**src/rtl/uart_transceiver.sv**
```systemverilog
// Full-duplex 8N1 UART: byte in via tx_valid (held off until the frame ends), byte out via rx_complete strobe.
// TX line follows acceptance by one cycle, tx_complete at +10*CLKS_PER_BIT+1; rx_complete ~9.5 bit times after start edge.
module uart_transceiver #(
    parameter int CLKS_PER_BIT = 868
) (
    input  logic       clock,
    input  logic       reset,
    input  logic       UART_RX,
    output logic       UART_TX,
    output logic       rx_complete,
    output logic [7:0] rx_data,
    input  logic       tx_valid,
    input  logic [7:0] tx_data,
    output logic       tx_complete
);

    localparam int CW = (CLKS_PER_BIT > 1) ? $clog2(CLKS_PER_BIT) : 1;
    localparam logic [CW-1:0] CNT_LAST = CW'(CLKS_PER_BIT - 1);
    // Start-bit recheck lands half a bit in, counting the IDLE detection cycle.
    localparam logic [CW-1:0] CNT_HALF = CW'(CLKS_PER_BIT / 2 - 1);

    typedef enum logic [2:0] {TX_IDLE, TX_START, TX_DATA, TX_STOP, TX_DONE} tx_state_t;
    typedef enum logic [2:0] {RX_IDLE, RX_START, RX_DATA, RX_STOP, RX_WAIT_HIGH} rx_state_t;

    tx_state_t         tx_state_q, tx_state_d;
    logic [CW-1:0]     tx_cnt_q, tx_cnt_d;
    logic [2:0]        tx_bit_q, tx_bit_d;
    logic [7:0]        tx_shift_q, tx_shift_d;
    logic              tx_line_q, tx_line_d;
    logic              tx_done_q, tx_done_d;

    rx_state_t         rx_state_q, rx_state_d;
    logic [CW-1:0]     rx_cnt_q, rx_cnt_d;
    logic [2:0]        rx_bit_q, rx_bit_d;
    logic [7:0]        rx_shift_q, rx_shift_d;
    logic [7:0]        rx_data_q, rx_data_d;
    logic              rx_done_q, rx_done_d;
    logic              rx_meta_q, rx_sync_q;

    assign UART_TX     = tx_line_q;
    assign tx_complete = tx_done_q;
    assign rx_data     = rx_data_q;
    assign rx_complete = rx_done_q;

    always_ff @(posedge clock) begin
        if (!reset) begin
            tx_state_q <= TX_IDLE;
            tx_cnt_q   <= '0;
            tx_bit_q   <= '0;
            tx_shift_q <= '0;
            tx_line_q  <= 1'b1;
            tx_done_q  <= 1'b0;
            rx_state_q <= RX_IDLE;
            rx_cnt_q   <= '0;
            rx_bit_q   <= '0;
            rx_shift_q <= '0;
            rx_data_q  <= '0;
            rx_done_q  <= 1'b0;
            rx_meta_q  <= 1'b1;
            rx_sync_q  <= 1'b1;
        end else begin
            tx_state_q <= tx_state_d;
            tx_cnt_q   <= tx_cnt_d;
            tx_bit_q   <= tx_bit_d;
            tx_shift_q <= tx_shift_d;
            tx_line_q  <= tx_line_d;
            tx_done_q  <= tx_done_d;
            rx_state_q <= rx_state_d;
            rx_cnt_q   <= rx_cnt_d;
            rx_bit_q   <= rx_bit_d;
            rx_shift_q <= rx_shift_d;
            rx_data_q  <= rx_data_d;
            rx_done_q  <= rx_done_d;
            rx_meta_q  <= UART_RX;
            rx_sync_q  <= rx_meta_q;
        end
    end

    // Line and complete are registered from the current state, hence the one-cycle lag.
    always_comb begin
        tx_state_d = tx_state_q;
        tx_cnt_d   = tx_cnt_q;
        tx_bit_d   = tx_bit_q;
        tx_shift_d = tx_shift_q;
        tx_line_d  = 1'b1;
        tx_done_d  = 1'b0;
        case (tx_state_q)
            TX_IDLE: begin
                if (tx_valid) begin
                    tx_shift_d = tx_data;
                    tx_bit_d   = '0;
                    tx_cnt_d   = '0;
                    tx_state_d = TX_START;
                end
            end
            TX_START: begin
                tx_line_d = 1'b0;
                if (tx_cnt_q == CNT_LAST) begin
                    tx_cnt_d   = '0;
                    tx_state_d = TX_DATA;
                end else begin
                    tx_cnt_d = tx_cnt_q + CW'(1);
                end
            end
            TX_DATA: begin
                tx_line_d = tx_shift_q[0];
                if (tx_cnt_q == CNT_LAST) begin
                    tx_cnt_d   = '0;
                    tx_shift_d = {1'b0, tx_shift_q[7:1]};
                    if (tx_bit_q == 3'd7) begin
                        tx_state_d = TX_STOP;
                    end else begin
                        tx_bit_d = tx_bit_q + 3'd1;
                    end
                end else begin
                    tx_cnt_d = tx_cnt_q + CW'(1);
                end
            end
            TX_STOP: begin
                if (tx_cnt_q == CNT_LAST) begin
                    tx_cnt_d   = '0;
                    tx_state_d = TX_DONE;
                end else begin
                    tx_cnt_d = tx_cnt_q + CW'(1);
                end
            end
            TX_DONE: begin
                tx_done_d  = 1'b1;
                tx_state_d = TX_IDLE;
            end
            default: tx_state_d = TX_IDLE;
        endcase
    end

    always_comb begin
        rx_state_d = rx_state_q;
        rx_cnt_d   = rx_cnt_q;
        rx_bit_d   = rx_bit_q;
        rx_shift_d = rx_shift_q;
        rx_data_d  = rx_data_q;
        rx_done_d  = 1'b0;
        case (rx_state_q)
            RX_IDLE: begin
                if (!rx_sync_q) begin
                    rx_cnt_d   = '0;
                    rx_state_d = RX_START;
                end
            end
            RX_START: begin
                if (rx_cnt_q == CNT_HALF) begin
                    rx_cnt_d   = '0;
                    rx_bit_d   = '0;
                    rx_state_d = rx_sync_q ? RX_IDLE : RX_DATA;
                end else begin
                    rx_cnt_d = rx_cnt_q + CW'(1);
                end
            end
            RX_DATA: begin
                if (rx_cnt_q == CNT_LAST) begin
                    rx_cnt_d   = '0;
                    rx_shift_d = {rx_sync_q, rx_shift_q[7:1]};
                    if (rx_bit_q == 3'd7) begin
                        rx_state_d = RX_STOP;
                    end else begin
                        rx_bit_d = rx_bit_q + 3'd1;
                    end
                end else begin
                    rx_cnt_d = rx_cnt_q + CW'(1);
                end
            end
            RX_STOP: begin
                if (rx_cnt_q == CNT_LAST) begin
                    rx_cnt_d = '0;
                    if (rx_sync_q) begin
                        rx_data_d  = rx_shift_q;
                        rx_done_d  = 1'b1;
                        rx_state_d = RX_IDLE;
                    end else begin
                        rx_state_d = RX_WAIT_HIGH;
                    end
                end else begin
                    rx_cnt_d = rx_cnt_q + CW'(1);
                end
            end
            RX_WAIT_HIGH: begin
                if (rx_sync_q) rx_state_d = RX_IDLE;
            end
            default: rx_state_d = RX_IDLE;
        endcase
    end

endmodule

```
**config.mk**
```make
export PLATFORM = sky130hd
export DESIGN_NAME = uart_transceiver
export DESIGN_NICKNAME = d
export VERILOG_FILES = /design/src/rtl/uart_transceiver.sv
export SDC_FILE = /design/constraint.sdc
export NUM_CORES = 1
export LEC_CHECK = 0
export CAP_MARGIN = 25
export CORE_AREA = 5 5 114 116
export CTS_CLUSTER_SIZE = 40
export DETAILED_ROUTE_END_ITERATION = 6
export DIE_AREA = 0 0 119 121
export GPL_TIMING_DRIVEN = 0
export PLACE_DENSITY = 0.47
export SETUP_SLACK_MARGIN = 0.5
export SYNTH_ARGS = -nofsm -noshare
export SYNTH_HDL_FRONTEND = slang
export SYNTH_SLANG_ARGS = --single-unit
export TNS_END_PERCENT = 30
```
**constraint.sdc**
```tcl
create_clock -name clock -period 1.81 [get_ports clock]
set_input_delay 0.4525 -clock clock [delete_from_list [all_inputs] [get_ports clock]]
set_output_delay 0.4525 -clock clock [all_outputs]
set_load 0.02 [all_outputs]
```
# Yosys cells after proc, flatten, opt, wreduce, memory -nomap -nowiden
# Cells that the tools add are included.
# totals
reg_bits	61
latchBits	0
mem_bits_rw	0
romBits	0
input_bits	12
output_inout_bits	11
mem_count	0
# classes
addsub	4
multipliers	0
div_mod_pow	0
magnitude_cmp	0
eq_ne	26
shifts	0
n_mux	36
n_bitwise	0
n_reduce_logical	18
# op_table
cell	count
$mux W3	18
$mux W10	5
$pmux W10 S3	1
$ne A2 B2 Y1 const B	13
$add A10 B1 Y10 const B	2
$eq A10 B10 Y1 const B	2
$pmux W10 S2	1
$mux W8	2
$pmux W8 S2	1
$pmux W3 S5	1
$eq A3 B2 Y1 const B	4
$eq A3 B3 Y1 const B	4
$pmux W3 S2	2
$pmux W3 S4	1
$eq A10 B9 Y1 const B	1
$reduce_and A3 Y1	3
$reduce_and A4 Y1	2
$add A3 B1 Y3 const B	2
$eq A3 B1 Y1 const B	2
$logic_not A3 Y1	2
$reduce_and A2 Y1	3
$reduce_and A6 Y1	1
$reduce_bool A2 Y1	3
$reduce_and A5 Y1	1
other kinds (6)	7

# Logic depth before layout (Yosys ltp)
# Gate-level depths: netlist (run 1).
# depth
word_depth	4
depth_mapped	8
depth_no_buf	7

# Least setup slack after synthesis (run 1)
# No wires, ideal clock.
# synth_path
path_type	reg-to-reg
start	register rx_state_q[2]
end	register rx_bit_q[0]
setup_ns	0.128
t_arrival_ns	1.761
required_time_ns	1.682
slack_ns	-0.079
stages_incl_launch_ff	7
cell_sequence	dfxtp_1 buf_6 or3b_1 or4_4 a21oi_4 mux2i_1 nor2_1
# synth_via
elab_chain_len	3
word_cells_on_any_way	8
cone_classes	eq/ne (5); mux (1); reduce/logical (2)
# synth_rtl
item	line_no	source
start, declared	32	rx_state_t rx_state_q, rx_state_d;
start signal, assigned	68	rx_state_q <= rx_state_d;
$eq A3 B2 Y1 / $eq A3 B1 Y1 (equally long branches)	142	case (rx_state_q)
$ne A2 B2 Y1 (no line) / $reduce_bool A2 Y1 (equally long branches)	n/a	
$reduce_and A4 Y1 (no line)	n/a	
end signal, assigned	70	rx_bit_q <= rx_bit_d;
end, declared	34	logic [2:0] rx_bit_q, rx_bit_d;
# Several ways; a longest one is shown, not always the timed one.
# A chain may end at the register's enable or synchronous reset.

# Final worst setup path (run 1)
# Ends and elaborated chain as after synthesis.

==> key figures, run 1 <==
Status
  • Status: finished with violations
  • Failing checks: negative setup slack

Route
  • DRT antenna net count: 0
  • Vias: 2649
  • DR pass1 iterations: 4
  • DR iter-0 viols: 103
  • Routed length per instance: 13.6 µm
  • DRT Wirelength: 7530 µm
  • DRC: 0
  • Post-DR vias/cell: 4.77

Pwr
  • VDD IR max: 0.000425 V
  • Leakage: 1.61 nW
  • PD cells: 931 nW/µm²

Clock network
  • CTS Sinks: 61
  • H-tree Lvls: 3
  • Clk buf depth: 2
  • Clock root cell: clkbuf_16
  • Worst-path clk slew: 0.06 ns
  • CTS tree: yes
  • CTS buffer count: 9
  • Clock Latency Late Sink: 0.32 ns

Critical path
  • CP Launch Point: rx_state_q[2]$_SDFFE_PN0P_
  • Crit Path Class: flip-flop to flip-flop
  • Crit path capture: rx_bit_q[0]$_SDFFE_PN0P_
  • R2r worst-path depth: 6
  • FF-to-FF setup slack: -0.09 ns
  • Worst path required time: 2.03 ns
  • FF-to-FF End: rx_bit_q[0]$_SDFFE_PN0P_
  • CP startpoint kind: flip-flop
  • Worst path arrival time: 2.12 ns
  • Crit path max fanout: 10
  • CP Capture Type: flip-flop
  • Reg2reg start: rx_state_q[2]$_SDFFE_PN0P_

Layout
  • Number of antenna diodes: 0
  • Number of fill cells: 1222
  • Area delta synth->final: 50.4%
  • Multi-input logic area: 1860 µm²
  • Proportion of layout cells with a drive suffix above 1: 39.5%
  • Nets: 422
  • Storage element area: 1260 µm²
  • Final Util: 36.5%

STA
  • Final Critical Period: 1.90 ns
  • Hold Fails Final Rpt: 0
  • Relative slew slack: 62.3%
  • Setup tns final: -0.298 ns
  • Actual slew at the worst max-slew pin: 0.564 ns
  • Fmax achieved: 527 MHz
  • Fin. max-slew vios: 0
  • Final cycle utilization of the critical path: 105%
  • Setup ws final: -0.0858 ns
  • Fin Clk Skew: 0.00942 ns
  • Final setup fails: 7
  • RSZ-0062 raised after global routing: true

Logic synthesis
  • Synth cell types: 59
  • Post-synth EDFFs: 0
  • Share of the yosys chip area belonging to registers: 42.6%
  • Syn_nets: 348
  • Ys flop type: dfxtp_1
  • Avg Cell Area, Syn: 8.71 µm²
  • Post-synth top area cell: dfxtp_1
  • Top cells by area, synth: dfxtp_1 43%, nand2_1 6.0%, nor2_1 5.2%
  • Async set or reset register ratio after synthesis: 0%
  • YS warnings: 0
  • Yosys reg bits: 61
  • Post-synth top area share: 42.6%
  • Synthesized area: 2870 µm²
  • Count leader, synth: dfxtp_1
  • Cell count after synthesis: 329
  • Commonest cells in the netlist: 61 x dfxtp_1, 46 x nand2_1, 40 x nor2_1

Floorplanning
  • Total die area: 14400 µm²
  • Die W: 119 µm
  • Die Span Y: 121 µm
  • Initial Util: 24.3%
  • FP Rows: 40
  • Top Ports: 23
  • Placeable Area: 11800 µm²

Flow run
  • # Max-Cap Violations: 0

GRT
  • Initial antenna violation count: 0
  • First-pass GRT wire length: 13000 µm
  • Total congestion overflow: 0
  • Tot GR Track Use: 10.9%
  • Number of global-route vias before repair: 2741
  • Largest net degree at the start of global routing: 13

Worst hold path
  • Worst min-delay path category: flip-flop to flip-flop

Place
  • GPL Wtd Cong: 0.798
  • PortBufs: 22
  • DP Wirelength: 4750 µm
-- critical path, cell delays in order (launching register included) --
cell and delay (ns):
dfxtp_1 0.31, buf_6 0.14, or3b_4 0.37, or4_4 0.54, a21oi_4 0.19, mux2i_1 0.20, nor2_1 0.06
-- report_power, final --
part | internal (W) | switching (W) | total, W
Clock | 0.00107 | 0.000648 | 0.00172
Combinational | 0.000417 | 0.000400 | 0.000817
Sequential | 0.00141 | 0.0000688 | 0.00148
-- per-layer routing --
| metal | up-vias | global-route usage, % | part of all wire [%] |
|---|---|---|---|
| met4 | 0 | 3.19 | 0.81 |
| met2 | 45 | 18.4 | 50 |
| met3 | 6 | 3.26 | 3.8 |
| met1 | 1244 | 13.6 | 46 |
| met5 | - | 0 | 0 |
| li1 | 1354 | - | - |
-- worst min path at each step --
stage	cells past startpoint	startpoint	endpoint	slack [ns]
2_1_floorplan	1	rx_meta_q$_SDFF_PN1_	rx_sync_q$_SDFF_PN1_	0.39
4_1_cts	1	rx_meta_q$_SDFF_PN1_	rx_sync_q$_SDFF_PN1_	0.44
3_3_place_gp	1	rx_meta_q$_SDFF_PN1_	rx_sync_q$_SDFF_PN1_	0.43
6_report	1	rx_meta_q$_SDFF_PN1_	rx_sync_q$_SDFF_PN1_	0.44
5_1_grt	1	rx_meta_q$_SDFF_PN1_	rx_sync_q$_SDFF_PN1_	0.46
3_5_place_dp	1	rx_meta_q$_SDFF_PN1_	rx_sync_q$_SDFF_PN1_	0.43
-- state kept, by name, summed over array words and instances, names as in the netlist, 8 cells and up --
| register | cells |
|---|---|
| rx_cnt_q | 10 |
| rx_data | 8 |
| tx_cnt_q | 10 |
| tx_shift_q | 8 |
| rx_shift_q | 8 |
-- layout make-up --
| class | count | share of cell area, % |
|---|---|---|
| clock buffer | 9 | 5.23 |
| multi-input combinational | 249 | 43.1 |
| sequential | 61 | 29.2 |
| buffer | 15 | 2.96 |
| clock inverter | 7 | 1.71 |
| timing repair buffer | 63 | 13.2 |
| inverter | 4 | 0.348 |
| tap | 147 | 4.27 |
-- stage by stage --
stage          area [µm²]  hold WS, ns  total power [W]  cells  worst slack, ns
6_report             4310        0.436          0.00401    555          -0.0858
5_1_grt              4310        0.455          0.00423    555           -0.163
4_1_cts              4080        0.441          0.00396    543           -0.130
3_5_place_dp         3380        0.427          0.00206    498           -0.532
3_3_place_gp         3380        0.426          0.00206    498           -0.541
2_1_floorplan        2970        0.386          0.00192    329          -0.0423
-- repair_timing --
item,4_1_cts,5_1_grt
hold endpoints to repair,0,0
setup endpoints to repair,70,64
pin swaps,33,34
gates resized for setup,117,35
hold buffers,0,0
setup buffers,27,12
gates cloned,2,0
-- logic make-up (layout without fill, tap and decap cells) --
kind of cell               after synthesis  count (layout)  synth area share (%)
and+or+nand+nor                        156             156                  27.7
AOI/OAI and AO/OA                       73              73                  18.5
DFF                                     61              61                  42.6
buffers and inverters                   19              98                  3.71
muxes                                   10              10                  3.49
adders and majority gates                7               7                  3.06
xor gates and xnor gates                 3               3                 0.917
-- cell usage in the layout, fill, tap and decap left out, types with 3 or more instances in the layout --
cell / count
a21o_1: 4
a21oi_1: 17
a21oi_2: 8
a22o_1: 3
a311oi_1: 9
a311oi_2: 4
a31oi_1: 3
buf_2: 7
buf_4: 31
buf_6: 19
clkbuf_16: 9
clkbuf_2: 3
clkdlybuf4s50_1: 11
dfxtp_1: 47
dfxtp_2: 6
dfxtp_4: 8
ha_1: 4
inv_1: 3
mux2i_1: 10
nand2_1: 37
nand2_2: 8
nand2b_1: 6
nand3_1: 17
nand4_1: 6
nor2_1: 35
nor2_2: 5
nor3_1: 6
nor3_4: 5
o211a_1: 3
or2_2: 4
or3_1: 3
or3b_4: 4
or4_4: 3
No activity file was read; power rests on OpenSTA's default activity.
==> run 2: changes to the inputs <==
--- a/config.mk
+++ b/config.mk
@@ -11,7 +11,7 @@
 export DETAILED_ROUTE_END_ITERATION = 6
 export DIE_AREA = 0 0 119 121
 export GPL_TIMING_DRIVEN = 0
-export PLACE_DENSITY = 0.47
+export PLACE_DENSITY = 0.38
 export SETUP_SLACK_MARGIN = 0.5
 export SYNTH_ARGS = -nofsm -noshare
 export SYNTH_HDL_FRONTEND = slang
==> constraint.sdc (replaced) <==
create_clock -name clock -period 2.35 [get_ports clock]
set_input_delay 0.5875 -clock clock [delete_from_list [all_inputs] [get_ports clock]]
set_output_delay 0.5875 -clock clock [all_outputs]
set_load 0.02 [all_outputs]
==> run 2 against run 1 <==
  * The run now ends clean
  * Power shrank 27%
  * Via count shrank 1.7%
  * Register-to-register slack gained 0.53 ns
  * Critical path type unchanged
  * Largest power group unchanged
==> key figures, run 2 (synthesis results as in run 1) <==
Clock network
  • H-tree Lvls: 3 (unchanged)
  • CTS tree: yes (unchanged)
  • Clock Latency Late Sink: 0.33 ns (was 0.32 ns)
  • Worst-path clk slew: 0.05 ns (was 0.06 ns)
  • Clk buf depth: 2 (unchanged)
  • CTS Sinks: 61 (unchanged)
  • CTS buffer count: 9 (unchanged)
  • # hold bufs at CTS: 0 (unchanged)
  • Clock root cell: clkbuf_16 (unchanged)

Worst hold path
  • Worst min-delay path category: flip-flop to flip-flop (unchanged)
  • Worst Hold Launch: rx_meta_q$_SDFF_PN1_ (unchanged)

Layout
  • Number of fill cells: 1249 (was 1222)
  • Nets: 406 (was 422)
  • Multi-input logic area: 1680 µm² (was 1860 µm²)
  • Proportion of layout cells with a drive suffix above 1: 23.3% (was 39.5%)
  • Storage element area: 1250 µm² (was 1260 µm²)
  • Commonest non-fill, non-tap cell in the layout: dfxtp_1 (unchanged)
  • Number of antenna diodes: 0 (unchanged)
  • Area delta synth->final: 36.6% (was 50.4%)
  • Most frequent cells in the layout: 51 x dfxtp_1, 46 x nand2_1, 40 x nor2_1 (was 47 x dfxtp_1, 37 x nand2_1, 35 x nor2_1)
  • Final Util: 33.1% (was 36.5%)
  • Biggest regs: rx_cnt_q (10), tx_cnt_q (10) (unchanged)

GRT
  • Met1 Usage GRT: 13.6% (about the same)
  • Largest net degree at the start of global routing: 11 (was 13)
  • Total congestion overflow: 0 (unchanged)
  • Tot GR Track Use: 10.9% (about the same)
  • Met3 Usage GRT: 3.26% (unchanged)
  • Most Crowded Layer GR: met2 (unchanged)
  • GR Util met2: 17.4% (was 18.4%)
  • Number of global-route vias before repair: 2509 (was 2741)
  • First-pass GRT wire length: 12500 µm (was 13000 µm)
  • Initial antenna violation count: 0 (unchanged)

STA
  • Final Critical Period: 1.90 ns (about the same)
  • Fin Clk Skew: 0.00616 ns (was 0.00942 ns)
  • Setup ws final: 0.446 ns (was -0.0858 ns)
  • Hold Fails Final Rpt: 0 (unchanged)
  • Relative slew slack: 59.5% (was 62.3%)
  • Actual slew at the worst max-slew pin: 0.605 ns (was 0.564 ns)
  • Fin. max-slew vios: 0 (unchanged)
  • Final setup fails: 0 (was 7)
  • RSZ-0062 raised after global routing: true (unchanged)
  • Fmax achieved: 525 MHz (was 527 MHz)
  • Final cycle utilization of the critical path: 81.0% (was 105%)

Critical path
  • CP Launch Point: rx_state_q[0]$_SDFFE_PN0P_ (was rx_state_q[2]$_SDFFE_PN0P_)
  • CP startpoint kind: flip-flop (unchanged)
  • Crit Path Class: flip-flop to flip-flop (unchanged)
  • Worst path arrival time: 2.12 ns (about the same)
  • Worst path required time: 2.56 ns (was 2.03 ns)
  • Reg2reg start: rx_state_q[0]$_SDFFE_PN0P_ (was rx_state_q[2]$_SDFFE_PN0P_)
  • Crit path max fanout: 5 (was 10)
  • CP Capture Type: flip-flop (unchanged)

Floorplanning
  • Top Ports: 23 (unchanged)
  • FP Rows: 40 (unchanged)
  • Initial Util: 24.3% (unchanged)
  • Placeable Area: 11800 µm² (unchanged)
  • Total die area: 14400 µm² (unchanged)
  • Die W: 119 µm (unchanged)
  • Die Span Y: 121 µm (unchanged)

Place
  • DP Wirelength: 4940 µm (was 4750 µm)
  • PortBufs: 22 (unchanged)
  • GPL Wtd Cong: 0.739 (was 0.798)
  • Pre-CTS WS: -0.210 ns (was -0.532 ns)

Route
  • Routed length per instance: 14.2 µm (was 13.6 µm)
  • Post-DR vias/cell: 4.85 (was 4.77)
  • DRC: 0 (unchanged)
  • Vias: 2604 (was 2649)
  • DRT Wirelength: 7650 µm (was 7530 µm)
  • DRT antenna net count: 0 (unchanged)
  • DR pass1 iterations: 4 (unchanged)
  • DR iter-0 viols: 96 (was 103)

Pwr
  • Overall power: 0.00294 W (was 0.00401 W)
  • P_int: 0.00215 W (was 0.00289 W)
  • Combinational Power Share: 18.2% (was 20.4%)
  • Clk network pwr share: 43.3% (was 42.8%)
  • VDD IR max: 0.000328 V (was 0.000425 V)
  • Seq pwr share: 38.5% (was 36.8%)
  • PD cells: 751 nW/µm² (was 931 nW/µm²)
  • Switching share of power: 26.8% (was 27.9%)
  • Leakage: 1.43 nW (was 1.61 nW)
  • P_sw: 0.000786 W (was 0.00112 W)

Flow run
  • # Max-Cap Violations: 0 (unchanged)

Status
  • Status: finished, final reports clean (was finished with violations)
[run 2: changes by cell type in the layout (fill, tap and decap cells not counted), moves of 7 or more]
cell             delta
nand2_2             -8
buf_6              -13
nand2_1             +9
buf_4               -9
clkdlybuf4s50_1    +11
a21oi_2             -7
a21oi_1             +7
[run 2: area by class of cell]
type / instances / area share (%)
tap: 147 / 4.70
multi-input combinational: 250 / 42.9
buffer: 15 / 2.56
inverter: 4 / 0.384
clock inverter: 1 / 0.128
sequential: 61 / 31.9
clock buffer: 13 / 7.16
timing repair buffer: 46 / 10.3
[run 2: worst max-delay path, cell delays in order, from the launching register on]
cell     delay (ns)
dfxtp_1        0.30
buf_6          0.12
or3b_4         0.39
or4_4          0.53
a21oi_4        0.20
mux2i_1        0.20
nor2_1         0.05
[run 2: path summary, 6_finish.rpt]
check                              to  cells after the start  slack (ns)
min              rx_sync_q$_SDFF_PN1_                      1        0.44
max          rx_bit_q[0]$_SDFFE_PN0P_                      6        0.45
max reg2reg  rx_bit_q[0]$_SDFFE_PN0P_                      6        0.45
min reg2reg      rx_sync_q$_SDFF_PN1_                      1        0.44
[run 2: stage by stage]
| stage | cells | instance area (µm²) | hold WS [ns] | TNS (ns) |
|---|---|---|---|---|
| 2_1_floorplan | 329 | 2880 | 0.386 | 0 |
| 3_3_place_gp | 498 | 3280 | 0.446 | -2.91 |
| 3_5_place_dp | 498 | 3280 | 0.438 | -2.86 |
| 4_1_cts | 530 | 3810 | 0.451 | 0 |
| 5_1_grt | 537 | 3910 | 0.466 | 0 |
| 6_report | 537 | 3910 | 0.439 | 0 |
[run 2: timing repair]
action | 4_1_cts | 5_1_grt
pin swaps | 11 | 11
gates resized for setup | 28 | 17
setup buffers | 18 | 5
setup endpoints to repair | 64 | 62
gates cloned | 0 | 2
[run 2: metal layers]
layer / routed length, µm / vias up
met4: 136 / 0
met2: 3660 / 43
li1: - / 1312
met1: 3580 / 1236
met3: 267 / 13
met5: 0 / -
[run 2: power by group through the flow]
| stage | clock (W) | sequential, W | combinational (W) |
|---|---|---|---|
| final | 0.00127 | 0.00113 | 0.000534 |
| after CTS | 0.00131 | 0.00112 | 0.000498 |
| after floorplan | 0 | 0.00114 | 0.000314 |
| after detailed placement | 0 | 0.00114 | 0.000431 |
| after global placement | 0 | 0.00114 | 0.000430 |
| after global routing | 0.00137 | 0.00114 | 0.000592 |
